==> config.mk <==
export PLATFORM = sky130hd
export DESIGN_NAME = uart_frame_receiver_flat
export DESIGN_NICKNAME = d
export VERILOG_FILES = /design/src/rtl/uart_frame_receiver_if.sv /design/src/rtl/uart_frame_receiver.sv /design/src/flat_wrapper.sv
export SDC_FILE = /design/constraint.sdc
export NUM_CORES = 1
export LEC_CHECK = 0
export ABC_CLOCK_PERIOD_IN_PS = 1900
export BUFFER_PORTS_ARGS = -buffer_cell sky130_fd_sc_hd__buf_2
export CAP_MARGIN = 20
export CORE_UTILIZATION = 45
export CTS_CLUSTER_DIAMETER = 80
export DETAILED_ROUTE_END_ITERATION = 7
export PLACE_DENSITY = 0.71
export SLEW_MARGIN = 25
export SYNTH_ARGS = -nofsm -noshare
export SYNTH_HDL_FRONTEND = slang
export SYNTH_SLANG_ARGS = --single-unit
==> constraint.sdc <==
create_clock -name clk -period 1.9 [get_ports clk]
set_clock_uncertainty 0.15 [all_clocks]
set_input_delay 0.38 -clock clk [delete_from_list [all_inputs] [get_ports clk]]
set_output_delay 0.38 -clock clk [all_outputs]
set_load 0.01 [all_outputs]
==> src/rtl/uart_frame_receiver_if.sv <==
// Serial line and received-byte signals between the UART frame receiver and its consumer.
interface uart_frame_receiver_if;
  logic       rx;
  logic [7:0] frame;
  logic       frame_valid;
  logic       frame_err;
  logic       busy;

  modport master (
    input  rx,
    output frame,
    output frame_valid,
    output frame_err,
    output busy
  );

  modport slave (
    output rx,
    input  frame,
    input  frame_valid,
    input  frame_err,
    input  busy
  );
endinterface

==> src/rtl/uart_frame_receiver.sv <==
// 8N1 UART receiver: synchronizes rx, samples each bit mid-period, and reports
// good bytes with a frame_valid pulse or bad stop bits with a frame_err pulse.
module uart_frame_receiver #(
  parameter int unsigned CLKS_PER_BIT = 868
) (
  input  logic                   clk,
  input  logic                   rst,
  uart_frame_receiver_if.master  bus
);

  localparam int unsigned CNT_W = $clog2(CLKS_PER_BIT);
  localparam int unsigned HALF  = CLKS_PER_BIT / 2;
  localparam logic [CNT_W-1:0] CNT_LAST = CNT_W'(CLKS_PER_BIT - 1);
  localparam logic [CNT_W-1:0] CNT_HALF = CNT_W'(HALF - 1);

  typedef enum logic [1:0] {IDLE, START, DATA, STOP} state_t;

  state_t           state;
  logic [CNT_W-1:0] cnt;
  logic [2:0]       bit_idx;
  logic [7:0]       shift;
  logic [7:0]       frame_q;
  logic             frame_valid_q;
  logic             frame_err_q;
  logic             busy_q;
  logic             rx_meta;
  logic             rx_s;

  // Two-stage synchronizer; resets to the idle-high line level.
  always_ff @(posedge clk or negedge rst) begin
    if (!rst) begin
      rx_meta <= 1'b1;
      rx_s    <= 1'b1;
    end else begin
      rx_meta <= bus.rx;
      rx_s    <= rx_meta;
    end
  end

  // Receive FSM; pulses default low and are raised only at the stop-bit sample.
  always_ff @(posedge clk or negedge rst) begin
    if (!rst) begin
      state         <= IDLE;
      cnt           <= '0;
      bit_idx       <= '0;
      shift         <= 8'h00;
      frame_q       <= 8'h00;
      frame_valid_q <= 1'b0;
      frame_err_q   <= 1'b0;
      busy_q        <= 1'b0;
    end else begin
      frame_valid_q <= 1'b0;
      frame_err_q   <= 1'b0;
      case (state)
        IDLE: begin
          if (!rx_s) begin
            state  <= START;
            cnt    <= '0;
            busy_q <= 1'b1;
          end
        end
        START: begin
          if (cnt == CNT_HALF) begin
            cnt <= '0;
            if (!rx_s) begin
              state   <= DATA;
              bit_idx <= '0;
            end else begin
              state  <= IDLE;
              busy_q <= 1'b0;
            end
          end else begin
            cnt <= cnt + CNT_W'(1);
          end
        end
        DATA: begin
          if (cnt == CNT_LAST) begin
            cnt            <= '0;
            shift[bit_idx] <= rx_s;
            if (bit_idx == 3'd7) begin
              state   <= STOP;
              bit_idx <= '0;
            end else begin
              bit_idx <= bit_idx + 3'd1;
            end
          end else begin
            cnt <= cnt + CNT_W'(1);
          end
        end
        STOP: begin
          if (cnt == CNT_LAST) begin
            cnt    <= '0;
            state  <= IDLE;
            busy_q <= 1'b0;
            if (rx_s) begin
              frame_q       <= shift;
              frame_valid_q <= 1'b1;
            end else begin
              frame_err_q   <= 1'b1;
            end
          end else begin
            cnt <= cnt + CNT_W'(1);
          end
        end
        default: begin
          state  <= IDLE;
          cnt    <= '0;
          busy_q <= 1'b0;
        end
      endcase
    end
  end

  assign bus.frame       = frame_q;
  assign bus.frame_valid = frame_valid_q;
  assign bus.frame_err   = frame_err_q;
  assign bus.busy        = busy_q;

endmodule

==> src/flat_wrapper.sv <==
// flat-port wrapper written by rule: the top's interface ports become plain ports
module uart_frame_receiver_flat 
#(
  parameter int unsigned CLKS_PER_BIT = 868
)
  (clk, rst, bus_rx, bus_frame, bus_frame_valid, bus_frame_err, bus_busy);
  uart_frame_receiver_if bus_i ();
  input  logic clk;
  input  logic rst;
  input wire logic [$bits(bus_i.rx)-1:0] bus_rx;
  output wire logic [$bits(bus_i.frame)-1:0] bus_frame;
  output wire logic [$bits(bus_i.frame_valid)-1:0] bus_frame_valid;
  output wire logic [$bits(bus_i.frame_err)-1:0] bus_frame_err;
  output wire logic [$bits(bus_i.busy)-1:0] bus_busy;
  assign bus_i.rx = bus_rx;
  assign bus_frame = bus_i.frame;
  assign bus_frame_valid = bus_i.frame_valid;
  assign bus_frame_err = bus_i.frame_err;
  assign bus_busy = bus_i.busy;
  uart_frame_receiver #(.CLKS_PER_BIT(CLKS_PER_BIT)) u_core (.clk(clk), .rst(rst), .bus(bus_i));
endmodule
# After elaboration in Yosys (flattened, before gate mapping)
# Cells that the tools add are included.
word_totals:
  regBits: 36
  in_bits: 3
  elab_cells: 67
classes:
  addsub: 2
  order_cmp: 2
  eq_ne: 13
  mux: 30
  reduce_logical: 10
op_table:
  columns: ["cell", "n"]
  rows:
  - ["$mux 10", 3]
  - ["$pmux 10 s3", 1]
  - ["$mux 2", 6]
  - ["$mux 3", 4]
  - ["$mux 1", 11]
  - ["$add 10x1->10 const B", 1]
  - ["$eq 10x10->1 const B", 1]
  - ["$eq 10x9->1 const B", 1]
  - ["$ne 2x1->1 const B", 5]
  - ["$reduce_and 5->1", 2]
  - ["$bwmux 8", 1]
  - ["$pmux 2 s4", 1]
  - ["$pmux 3 s2", 1]
  - ["$eq 2x2->1 const B", 2]
  - ["$lt 3x4->1 const B", 1]
  - ["$ne 2x2->1 const B", 2]
  - ["$reduce_and 4->1", 1]
  - ["$add 3x1->3 const B", 1]
  - ["$demux 1 s3", 1]
  - ["$eq 3x3->1 const B", 1]
  - ["$ge 3x1->1 const B", 1]
  - ["$pmux 1 s3", 1]
  - ["$reduce_and 3->1", 1]
  - ["$reduce_bool 3->1", 1]
  - ["other kinds (6)", 6]

# Logic depth before layout (Yosys ltp)
# Gate-level depths: netlist of the first run.
logic_depth:
  depth_word: 5
  ltp_mapped: 6
  mapped_depth_nobuf: 6

# Worst setup path before layout of the first run
# No wires, ideal clock.
synth_timing:
  kind: "register to register"
  from: "reg u_core.cnt[3]"
  to: "reg u_core.frame_q[0], in the netlist u_core.bus.frame[0]"
  setup_ns: 0.125
  arrival_ns: 1.837
  setup_slack_ns: -0.212
  stages_incl_launch_ff: 6
  n_path_buf: 1
  period_less_slack_ns: 2.112
  cell_sequence: "dfrtp_1 > or3b_4 > nor3_4 > and4_4 > buf_12 > mux2_4"
synth_between:
  elab_chain_cells: 2
synth_rtl:
  columns: ["element", "line_no", "rtl"]
  rows:
  - ["start, declared", "uart_frame_receiver.sv:19", "logic [CNT_W-1:0] cnt;"]
  - ["start signal, assigned", "uart_frame_receiver.sv:73", "cnt <= cnt + CNT_W'(1);"]
  - ["start signal, assigned", "uart_frame_receiver.sv:87", "cnt <= cnt + CNT_W'(1);"]
  - ["start signal, assigned", "uart_frame_receiver.sv:102", "cnt <= cnt + CNT_W'(1);"]
  - ["$eq 10x10->1", "uart_frame_receiver.sv:91", "if (cnt == CNT_LAST) begin"]
  - ["$reduce_and 3->1 (no line)", null, null]
  - ["end signal, assigned", "uart_frame_receiver.sv:96", "frame_q <= shift;"]
  - ["end, declared", "uart_frame_receiver.sv:22", "logic [7:0] frame_q;"]
# No other way between the ends.
# A chain may end at the register's enable or synchronous reset.

# Final worst setup path of the first run
layout_timing:
  from: "reg u_core.cnt[8]"
  to: "reg u_core.frame_q[0], in the netlist u_core.bus.frame[0]"
# Same word-level chain as after synthesis.

==> out/metrics.yaml, run 1 <==
status: "finished with violations"
violations: "negative setup slack"
ctsLongestPathBuffers: 2
port_buffers: 13
final_cell_mix: "dfrtp_1 (34), buf_4 (21), nand2_1 (15)"
hold_violations: 0
ys_seq_area_share_pct: 48.1
fin_crit_sh_pct: 102
wl_um: 3820
synthesis.nets: 171
synthAdderAreaFrac_pct: 2.66
grt-ovfl-total: 0
fp.dieArea_um2: 4440
synth_ff_type: "dfrtp_1"
hold_class: "in -> reg"
pin_count: 14
rows: 23
drc: 0
diodes: 0
cpMaxStageDelayCell: "or3b_4"
numCtsBuffers: 5
cp.arrival_ns: 1.96
max_stage_delay_ns: 0.43
drive_above_1_share_pct: 37.7
syn_area_um2: 1880
synth-seq-cells: 36
synth_compound_area_share_pct: 10.7
regArea_um2: 903
grt_max_degree: 20
cts-htree-levels: 2
finalMaxSlewViolations: 0
num-fill-cells: 331
vdd_drop_max_v: 0.000303
grt_first_pass_wirelength_um: 6290
die_width_um: 66.6
leakage_nw: 1.11
required_ns: 1.93
post-route-min-period_ns: 1.93
viasPerCell: 5.55
cts_root_buf: "clkbuf_8"
crit_type: "reg -> reg"
final.setup.tns_ns: -0.215
maxCapViolations: 0
antenna_found_initial: 0
hpwl_um: 2740
max_slew_margin_pct: 71.6
power.total_mw: 1.47
synthXorXnorAreaFrac_pct: 0.933
rsz0062_at_grt: "yes"
grt_use_total_pct: 19.3
setup_slack_ns: -0.0318
fp.dieH_um: 66.6
ant_nets: 0
clk_pin_slew_worst_paths_ns: 0.07
syn_area_per_cell_um2: 11.5
cts_tree: "done"
worstMarginPinSlew_ns: 0.426
dr.pass1.iters: 4
start_kind: "register"
initial_core_util_pct: 47.0
wire_per_inst_um: 15.0
synth-simple-area-share_pct: 21.5
core-area_um2: 4000
synth_mux_area_share_pct: 13.5
p_per_area_nw_per_um2: 635
numClockSinks: 36
synth-edff-count: 0
critPathCaptureType: "register"
synth_top_family_by_area: "simple AND/OR/NAND/NOR gates"
worstSkewPairLatency_ns: 0.29
synthToLayoutAreaGrowth_pct: 23.3
syn_inst: 164
layout.nets: 210
crit_chain: "or3b_4 -> nor3_4 -> and4_4 -> mux2_4"
max_freq_ghz: 0.518
multi_input_area_um2: 958
drt_iter0_drc: 63
grt_pass1_vias: 1372
dr_total_vias: 1410
holdWs_ns: 0.0397
setup_viol: 10
final_common_cell: "dfrtp_1"
synth_cell_types: 48
synth_warnings: 0
synthArstFlopShare_pct: 100
routabilityCongestion: 0.881
cp_max_fo: 9
## cells by family (layout without fill, tap and decap cells)
family	after synthesis	count (layout)
and+or+nand+nor	64	64
DFF	36	36
AOI/OAI and AO/OA	29	29
muxes	20	20
buffers and inverters	9	49
adders and majority gates	4	4
xor gates and xnor gates	2	2
## metal layers
layer	global-route usage (%)	part of all wire, %	wire length (µm)
met5	0	0	0
met4	6.91	1.6	61
met3	6.16	4.9	186
met2	32.3	50	1930
met1	23.0	43	1650
## stage by stage
| step | instances | worst slack [ns] | util, % | cell area [µm²] |
|---|---|---|---|---|
| after floorplan | 164 | -0.145 | - | 1880 |
| after global placement | 243 | 0.0120 | 53.6 | 2140 |
| after detailed placement | 243 | -0.0353 | 53.6 | 2140 |
| after CTS | 252 | -0.0432 | 56.8 | 2270 |
| after global routing | 254 | -0.0970 | 57.9 | 2310 |
| final | 254 | -0.0318 | 57.9 | 2310 |
## final cells by class
class | count | share of cell area [%]
flip-flops and latches | 36 | 39.0
repair buffers | 37 | 11.4
well taps | 50 | 2.70
clock inverters | 3 | 1.84
multi-input cells | 119 | 41.4
inverters | 4 | 0.649
clock buffers | 5 | 2.97
## critical path: cells and delay by family, from the launching register on
family        cells  cell delay, ns
simple gates      3            0.96
flops             1            0.38
mux               1            0.32
## registers in the layout (all words and copies together) (netlist names), named ones only
signal / cells
u_core.bus.frame: 8
u_core.cnt: 10
u_core.bus.frame_err: 1
u_core.rx_s: 1
u_core.bus.frame_valid: 1
u_core.state: 1
u_core.bit_idx: 3
u_core.shift: 8
u_core.bus.busy: 1
u_core.rx_meta: 1
## repair_timing
action	CTS	global route
resized for setup	3	7
hold buffers	1	0
hold endpoints to repair	17	0
buffers inserted	0	2
setup endpoints to repair	17	27
pin swaps	1	1
## worst paths after layout
check | start | to | slack [ns] | depth (start not counted)
setup / recovery | u_core.cnt[8]$_DFFE_PN0N_ | u_core.bus.frame[0]$_DFFE_PN0P_ | -0.03 | 4
hold / removal | bus_rx | u_core.rx_meta$_DFF_PN1_ | 0.04 | 1
setup reg to reg | u_core.cnt[8]$_DFFE_PN0N_ | u_core.bus.frame[0]$_DFFE_PN0P_ | -0.03 | 4
hold reg to reg | u_core.rx_meta$_DFF_PN1_ | u_core.rx_s$_DFF_PN1_ | 0.21 | 0
max in group asynchronous | rst | u_core.rx_meta$_DFF_PN1_ | 0.67 | 3
min in group asynchronous | rst | u_core.shift[1]$_DFFE_PN0P_ | 0.41 | 2
## power breakdown
group	leakage [nW]	internal [mW]	switching [mW]	total (mW)
clock	0.0541	0.388	0.282	0.670
combinational	0.581	0.00988	0.0200	0.0298
sequential	0.476	0.770	0.00151	0.771
total	1.11	1.17	0.303	1.47
## synth_stat cells, types with 2 or more instances
library cell	instances	area share (%)
nor3b_1	3	1.2
and2_1	2	0.67
nand2_1	15	3.0
nor2b_1	5	1.7
mux2_4	8	6.4
a21oi_1	5	1.3
nand4b_1	2	0.93
inv_1	4	0.80
a211o_1	2	0.93
and3_1	3	1.0
nor3_1	3	0.80
ha_1	4	2.7
mux2_2	10	6.0
nand4_1	6	2.0
nor2_1	3	0.60
mux2i_1	2	1.1
clkbuf_1	3	0.60
o21a_1	2	0.80
dfstp_2	2	2.8
dfrtp_1	34	45
o211ai_1	2	0.80
o31ai_2	2	1.3
and4b_1	2	1.1
nand2b_1	5	1.7
o21ai_0	5	1.3
o21ai_1	4	1.1
nand3_1	5	1.3
Power figures use the tool's default switching activity.
==> run 2, diff against run 1 <==
--- a/config.mk
+++ b/config.mk
@@ -5,13 +5,15 @@
 export SDC_FILE = /design/constraint.sdc
 export NUM_CORES = 1
 export LEC_CHECK = 0
-export ABC_CLOCK_PERIOD_IN_PS = 1900
+export ABC_CLOCK_PERIOD_IN_PS = 1950
 export BUFFER_PORTS_ARGS = -buffer_cell sky130_fd_sc_hd__buf_2
 export CAP_MARGIN = 20
+export CELL_PAD_IN_SITES_DETAIL_PLACEMENT = 1
+export CELL_PAD_IN_SITES_GLOBAL_PLACEMENT = 1
 export CORE_UTILIZATION = 45
 export CTS_CLUSTER_DIAMETER = 80
 export DETAILED_ROUTE_END_ITERATION = 7
-export PLACE_DENSITY = 0.71
+export PLACE_DENSITY_LB_ADDON = 0.1
 export SLEW_MARGIN = 25
 export SYNTH_ARGS = -nofsm -noshare
 export SYNTH_HDL_FRONTEND = slang
==> constraint.sdc (replaced) <==
create_clock -name clk -period 1.95 [get_ports clk]
set_clock_uncertainty 0.15 [all_clocks]
set_input_delay 0.39 -clock clk [delete_from_list [all_inputs] [get_ports clk]]
set_output_delay 0.39 -clock clk [all_outputs]
set_load 0.01 [all_outputs]
==> run 2 against run 1 <==
Against the previous run:
- the run still ends with negative setup slack left
- worst setup slack gained 0.023 ns
- hold slack gained 0.0096 ns
- combinational power rose by 2%
- sequential share of layout area increased by 0.57 points
- routed wire length increased by 21%
- register-to-register slack improved by 0.02 ns
- die area did not move
- clock power fell by 17%
- flip-flop and latch count did not move
- core utilization shrank 0.75 points
- highest routed layer unchanged
==> out/metrics.yaml, run 2 (synthesized netlist as in run 1, its figures left out) <==
status: "finished with violations"
violations: "negative setup slack"
grt_pass1_vias: 1567  # +14%
hold_class: "in -> reg"
layout.nets: 209  # -0.48%
final_cells: 253  # -0.39%
wl_um: 4620  # +21%
cts_tree: "done"
final_cell_mix: "dfrtp_1 (33), buf_4 (20), nand2_1 (15)"
vdd_drop_max_v: 0.000306  # +1.0%
hpwl_um: 3400  # +24%
numClockSinks: 36  # unchanged
fp.dieH_um: 66.6  # unchanged
largest_register_ff_count: 10  # unchanged
diodes: 0  # unchanged
drc: 0  # unchanged
post-route-min-period_ns: 1.96  # +0.0271 ns
setup_viol: 5  # -5
wire_per_inst_um: 18.2  # +21%
setup_slack_ns: -0.00882  # +0.0229 ns
ff2ff_path_depth: 5  # +1
whs_path_depth: 1  # unchanged
pin_count: 14  # unchanged
grt-ovfl-total: 0  # unchanged
fin_crit_sh_pct: 100  # -1.2 points
grt_max_degree: 20  # unchanged
critPathCaptureType: "register"
final_util_pct: 57.1  # -0.75 points
worstSkewPairLatency_ns: 0.29  # about the same
drive_above_1_share_pct: 37.4  # -0.31 points
worstMarginPinSlew_ns: 0.467  # +0.0419 ns
finalMaxSlewViolations: 0  # unchanged
max_freq_ghz: 0.511  # -1.4%
grt_use_total_pct: 22.9  # +3.6 points
regArea_um2: 905  # +0.14%
leakage_nw: 1.10  # -1.2%
cp_max_fo: 7  # -2
crit_type: "reg -> reg"
start_kind: "register"
fp.dieArea_um2: 4440  # unchanged
synthToLayoutAreaGrowth_pct: 21.7
numCtsBuffers: 5  # unchanged
multi_input_area_um2: 953  # -0.52%
num-fill-cells: 436  # +32%
ant_nets: 0  # unchanged
maxCapViolations: 0  # unchanged
cts-htree-levels: 2  # unchanged
antenna_found_initial: 0  # unchanged
clk_pin_slew_worst_paths_ns: 0.07  # about the same
drt_iter0_drc: 45  # -29%
port_buffers: 13  # unchanged
p_per_area_nw_per_um2: 584  # -8.1%
initial_core_util_pct: 47.0  # unchanged
place_inst: 241  # -0.82%
routabilityCongestion: 0.799  # -9.3%
rows: 23  # unchanged
ctsLongestPathBuffers: 2  # unchanged
dr.pass1.iters: 4  # unchanged
max_slew_margin_pct: 68.8  # -2.8 points
hold_violations: 0  # unchanged
viasPerCell: 5.60  # +0.82%
max_flop_register: "u_core.cnt"
final_common_cell: "dfrtp_1"
cts_root_buf: "clkbuf_8"
dr_total_vias: 1416  # +0.43%
cp.arrival_ns: 1.98  # +0.02 ns
pre_cts_slack_ns: -0.0313  # +0.00400 ns
rsz0062_at_grt: "yes"
die_width_um: 66.6  # unchanged
grt_first_pass_wirelength_um: 7470  # +19%
core-area_um2: 4000  # unchanged
required_ns: 1.98  # +0.05 ns
-- run 2: per-stage QoR --
step	setup TNS [ns]	hold WS (ns)	area [µm²]	total power [mW]
after floorplan	-0.760	-0.0556	1880	0.770
after global placement	0	0.197	2120	0.793
after detailed placement	-0.0316	0.197	2120	0.795
after CTS	-0.106	0.0406	2250	1.34
after global routing	-0.502	0.0335	2280	1.38
final	-0.0278	0.0492	2280	1.33
-- run 2: power by group --
| group | switching, mW | leakage [nW] | internal (mW) | total, mW |
|---|---|---|---|---|
| clock | 0.271 | 0.0510 | 0.282 | 0.553 |
| sequential | 0.000827 | 0.474 | 0.750 | 0.751 |
| combinational | 0.0209 | 0.572 | 0.00964 | 0.0305 |
| total | 0.292 | 1.10 | 1.04 | 1.33 |
-- run 2: timing repair --
action	in CTS	in global routing
endpoints found under the hold margin	17	0
pin swaps	0	1
gates resized for setup	4	7
endpoints found under the setup margin	9	19
setup buffers	1	2
cloned	0	0
hold buffers	1	0
-- run 2: layer usage --
metal | share of wire (%) | global-route usage [%] | up-vias | routed length [µm]
li1 | - | - | 674 | -
met1 | 44 | 24.5 | 718 | 2020
met2 | 53 | 43.8 | 20 | 2450
met3 | 2.1 | 5.14 | 4 | 97
met4 | 0.89 | 7.18 | 0 | 41
met5 | 0 | 0 | - | 0
-- run 2: worst paths after layout --
kind	start	end	slack (ns)
max in group asynchronous	rst	u_core.rx_meta$_DFF_PN1_	0.68
min in group asynchronous	rst	u_core.bus.frame[4]$_DFFE_PN0P_	0.43
worst min-delay path	bus_rx	u_core.rx_meta$_DFF_PN1_	0.05
worst max register to register	u_core.cnt[3]$_DFFE_PN0N_	u_core.shift[0]$_DFFE_PN0P_	-0.009
worst min register to register	u_core.rx_meta$_DFF_PN1_	u_core.rx_s$_DFF_PN1_	0.21
worst max-delay path	u_core.cnt[3]$_DFFE_PN0N_	u_core.shift[0]$_DFFE_PN0P_	-0.009
-- run 2: layout make-up --
type	instances	share of cell area [%]
Clock inverter	2	0.438
Clock buffer	6	3.61
Sequential cell	36	39.6
Timing Repair Buffer	36	11.2
Tap cell	50	2.74
Multi-Input combinational cell	119	41.7
Inverter	4	0.657
-- run 2: critical path: stages, from the launching register on --
cell and delay (ns):
dfrtp_1 0.38, or3b_4 0.45, nor3_4 0.17, buf_6 0.15, and4b_1 0.24, mux2_4 0.32
==> run 3, diff against run 2 <==
--- a/config.mk
+++ b/config.mk
@@ -13,7 +13,7 @@
 export CORE_UTILIZATION = 45
 export CTS_CLUSTER_DIAMETER = 80
 export DETAILED_ROUTE_END_ITERATION = 7
-export PLACE_DENSITY_LB_ADDON = 0.1
+export PLACE_DENSITY = 0.75
 export SLEW_MARGIN = 25
 export SYNTH_ARGS = -nofsm -noshare
 export SYNTH_HDL_FRONTEND = slang
==> run 3 against run 2 <==
Against the previous run:
- the flow still finishes with violations (negative setup slack)
- final cell count up 0.40%
- combinational power is 5% lower
- flip-flop and latch count did not move
- design area is 3.9% higher
- clock power rose by 16%
- via count rose by 2.9%
- first-iteration DRC count up 36%
- die area did not move
- global-route usage up 1.3 points
- sequential power about the same
- register-to-register slack lost 0.03 ns
- power up 6.8%
- largest power group unchanged
==> out/metrics.yaml, run 3 (synthesized netlist as in run 1, its figures left out) <==
status: "finished with violations"
violations: "negative setup slack"
fin_crit_sh_pct: 102  # +1.5 points
hold_class: "in -> reg"
final_common_cell: "dfrtp_1"
max_freq_ghz: 0.503  # -1.5%
wl_um: 5100  # +11%
max_stage_delay_ns: 0.45  # about the same
r2r-end: "u_core.shift[6]$_DFFE_PN0P_"
grt_use_total_pct: 24.2  # +1.3 points
dr_total_vias: 1457  # +2.9%
worstSkewPairLatency_ns: 0.29  # about the same
rows: 23  # unchanged
numClockSinks: 36  # unchanged
clk_pin_slew_worst_paths_ns: 0.07  # about the same
pin_count: 14  # unchanged
crit_chain: "or3b_4 -> nor3_4 -> buf_6 -> nor3b_4 -> mux2_4"
fp.dieH_um: 66.6  # unchanged
cts_root_buf: "clkbuf_8"
hpwl_um: 3390  # -0.29%
grt_max_degree: 20  # unchanged
port_buffers: 13  # unchanged
viasPerCell: 5.74  # +2.5%
max_slew_margin_pct: 69.4  # +0.55 points
holdWs_ns: 0.0493  # +0.000112 ns
r2r_slack_ns: -0.04  # -0.03 ns
grt-ovfl-total: 0  # unchanged
rsz0062_at_grt: "yes"
start_kind: "register"
core-area_um2: 4000  # unchanged
hold_violations: 0  # unchanged
antenna_found_initial: 0  # unchanged
post-route-min-period_ns: 1.99  # +0.0293 ns
crit_start: "u_core.cnt[3]$_DFFE_PN0N_"
diodes: 0  # unchanged
cpMaxStageDelayCell: "or3b_4"
ctsLongestPathBuffers: 2  # unchanged
whs_path_depth: 1  # unchanged
grt_first_pass_wirelength_um: 7770  # +4.0%
cp.arrival_ns: 2.01  # +0.03 ns
synthToLayoutAreaGrowth_pct: 26.4
max_flop_register: "u_core.cnt"
wire_per_inst_um: 20.1  # +10%
largest_register_ff_count: 10  # unchanged
critPathCaptureType: "register"
hold_start: "bus_rx"
ant_nets: 0  # unchanged
reg2reg_from: "u_core.cnt[3]$_DFFE_PN0N_"
crit_type: "reg -> reg"
setup_slack_ns: -0.0382  # -0.0293 ns
fp.dieArea_um2: 4440  # unchanged
ff2ff_path_depth: 5  # unchanged
routabilityCongestion: 0.782  # -2.1%
maxCapViolations: 0  # unchanged
dr.pass1.iters: 4  # unchanged
setup_viol: 10  # +5
grt_pass1_vias: 1542  # -1.6%
final_cell_mix: "dfrtp_1 (31), buf_4 (21), nand2_1 (14)"
drt_iter0_drc: 61  # +36%
required_ns: 1.98  # about the same
power.total_mw: 1.43  # +6.8%
initial_core_util_pct: 47.0  # unchanged
finalMaxSlewViolations: 0  # unchanged
p_per_area_nw_per_um2: 600  # +2.8%
cp_max_fo: 6  # -1
layout.nets: 210  # +0.48%
drive_above_1_share_pct: 42.6  # +5.2 points
worstMarginPinSlew_ns: 0.459  # -0.00822 ns
cts_tree: "done"
cts-htree-levels: 2  # unchanged
leakage_nw: 1.11  # +1.3%
vdd_drop_max_v: 0.000368  # +20%
die_width_um: 66.6  # unchanged
min_to: "u_core.rx_meta$_DFF_PN1_"
drc: 0  # unchanged
numCtsBuffers: 5  # unchanged
[run 3: cell count changes in the layout (fill, tap and decap cells not counted), moves of 2 or more]
| cell | previous run | this run |
|---|---|---|
| dfrtp_2 | 1 | 3 |
| ha_1 | 4 | 2 |
| ha_4 | 0 | 2 |
| o21ai_1 | 5 | 7 |
| dfrtp_1 | 33 | 31 |
| o21ai_0 | 4 | 2 |
[run 3: worst max path at each step]
| stage | depth (start not counted) | end | slack (ns) |
|---|---|---|---|
| global placement | 5 | u_core.cnt[5]$_DFFE_PN0N_ | 0.03 |
| detailed placement | 6 | u_core.shift[6]$_DFFE_PN0P_ | -0.04 |
| finish | 5 | u_core.shift[6]$_DFFE_PN0P_ | -0.04 |
| global route | 5 | u_core.shift[6]$_DFFE_PN0P_ | -0.11 |
| floorplan | 5 | u_core.bus.frame[0]$_DFFE_PN0P_ | -0.1 |
| CTS | 5 | u_core.shift[6]$_DFFE_PN0P_ | -0.03 |
[run 3: power by group]
part | leakage (nW) | internal (mW) | total [mW] | switching [mW]
logic | 0.586 | 0.00961 | 0.0291 | 0.0195
registers | 0.471 | 0.750 | 0.753 | 0.00298
clock network | 0.0552 | 0.379 | 0.643 | 0.264
[run 3: area by class of cell]
type	instances	area, µm²
clock buffers	6	72.6
clock inverters	2	35.0
fillers	411	1630
inverters	4	15.0
multi-input cells	119	1020
flip-flops and latches	36	907
well taps	50	62.6
repair buffers	37	264
[run 3: timing repair]
action	in CTS	in global routing
hold buffers	1	0
resized for setup	5	21
setup endpoints to repair	16	25
setup buffers	2	2
pin swaps	1	4
hold endpoints to repair	17	0
cloned	0	0
[run 3: worst max-delay path: cells and delay by family (launching register included)]
family,cells,cell delay (ns)
buffers and inverters,1,0.15
DFF,1,0.39
muxes,1,0.32
and+or+nand+nor,3,0.87
[run 3: per-layer routing]
layer  global-route usage (%)  routed length, µm  up-vias
li1                         -                  -      677
met1                     27.7               2080      742
met2                     44.6               2740       25
met3                     4.97                151       13
met4                     7.18                133        0
met5                        0                  0        -
[run 3: metrics by stage]
step	setup slack [ns]	std cells	utilization, %	TNS, ns	instance area, µm²
after floorplan	-0.0950	164	-	-0.760	1880
after global placement	0.0309	241	53.1	0	2120
after detailed placement	-0.0435	241	53.1	-0.0997	2120
after CTS	-0.0321	252	56.9	-0.130	2280
after global routing	-0.111	254	59.4	-1.21	2370
final	-0.0382	254	59.4	-0.260	2370
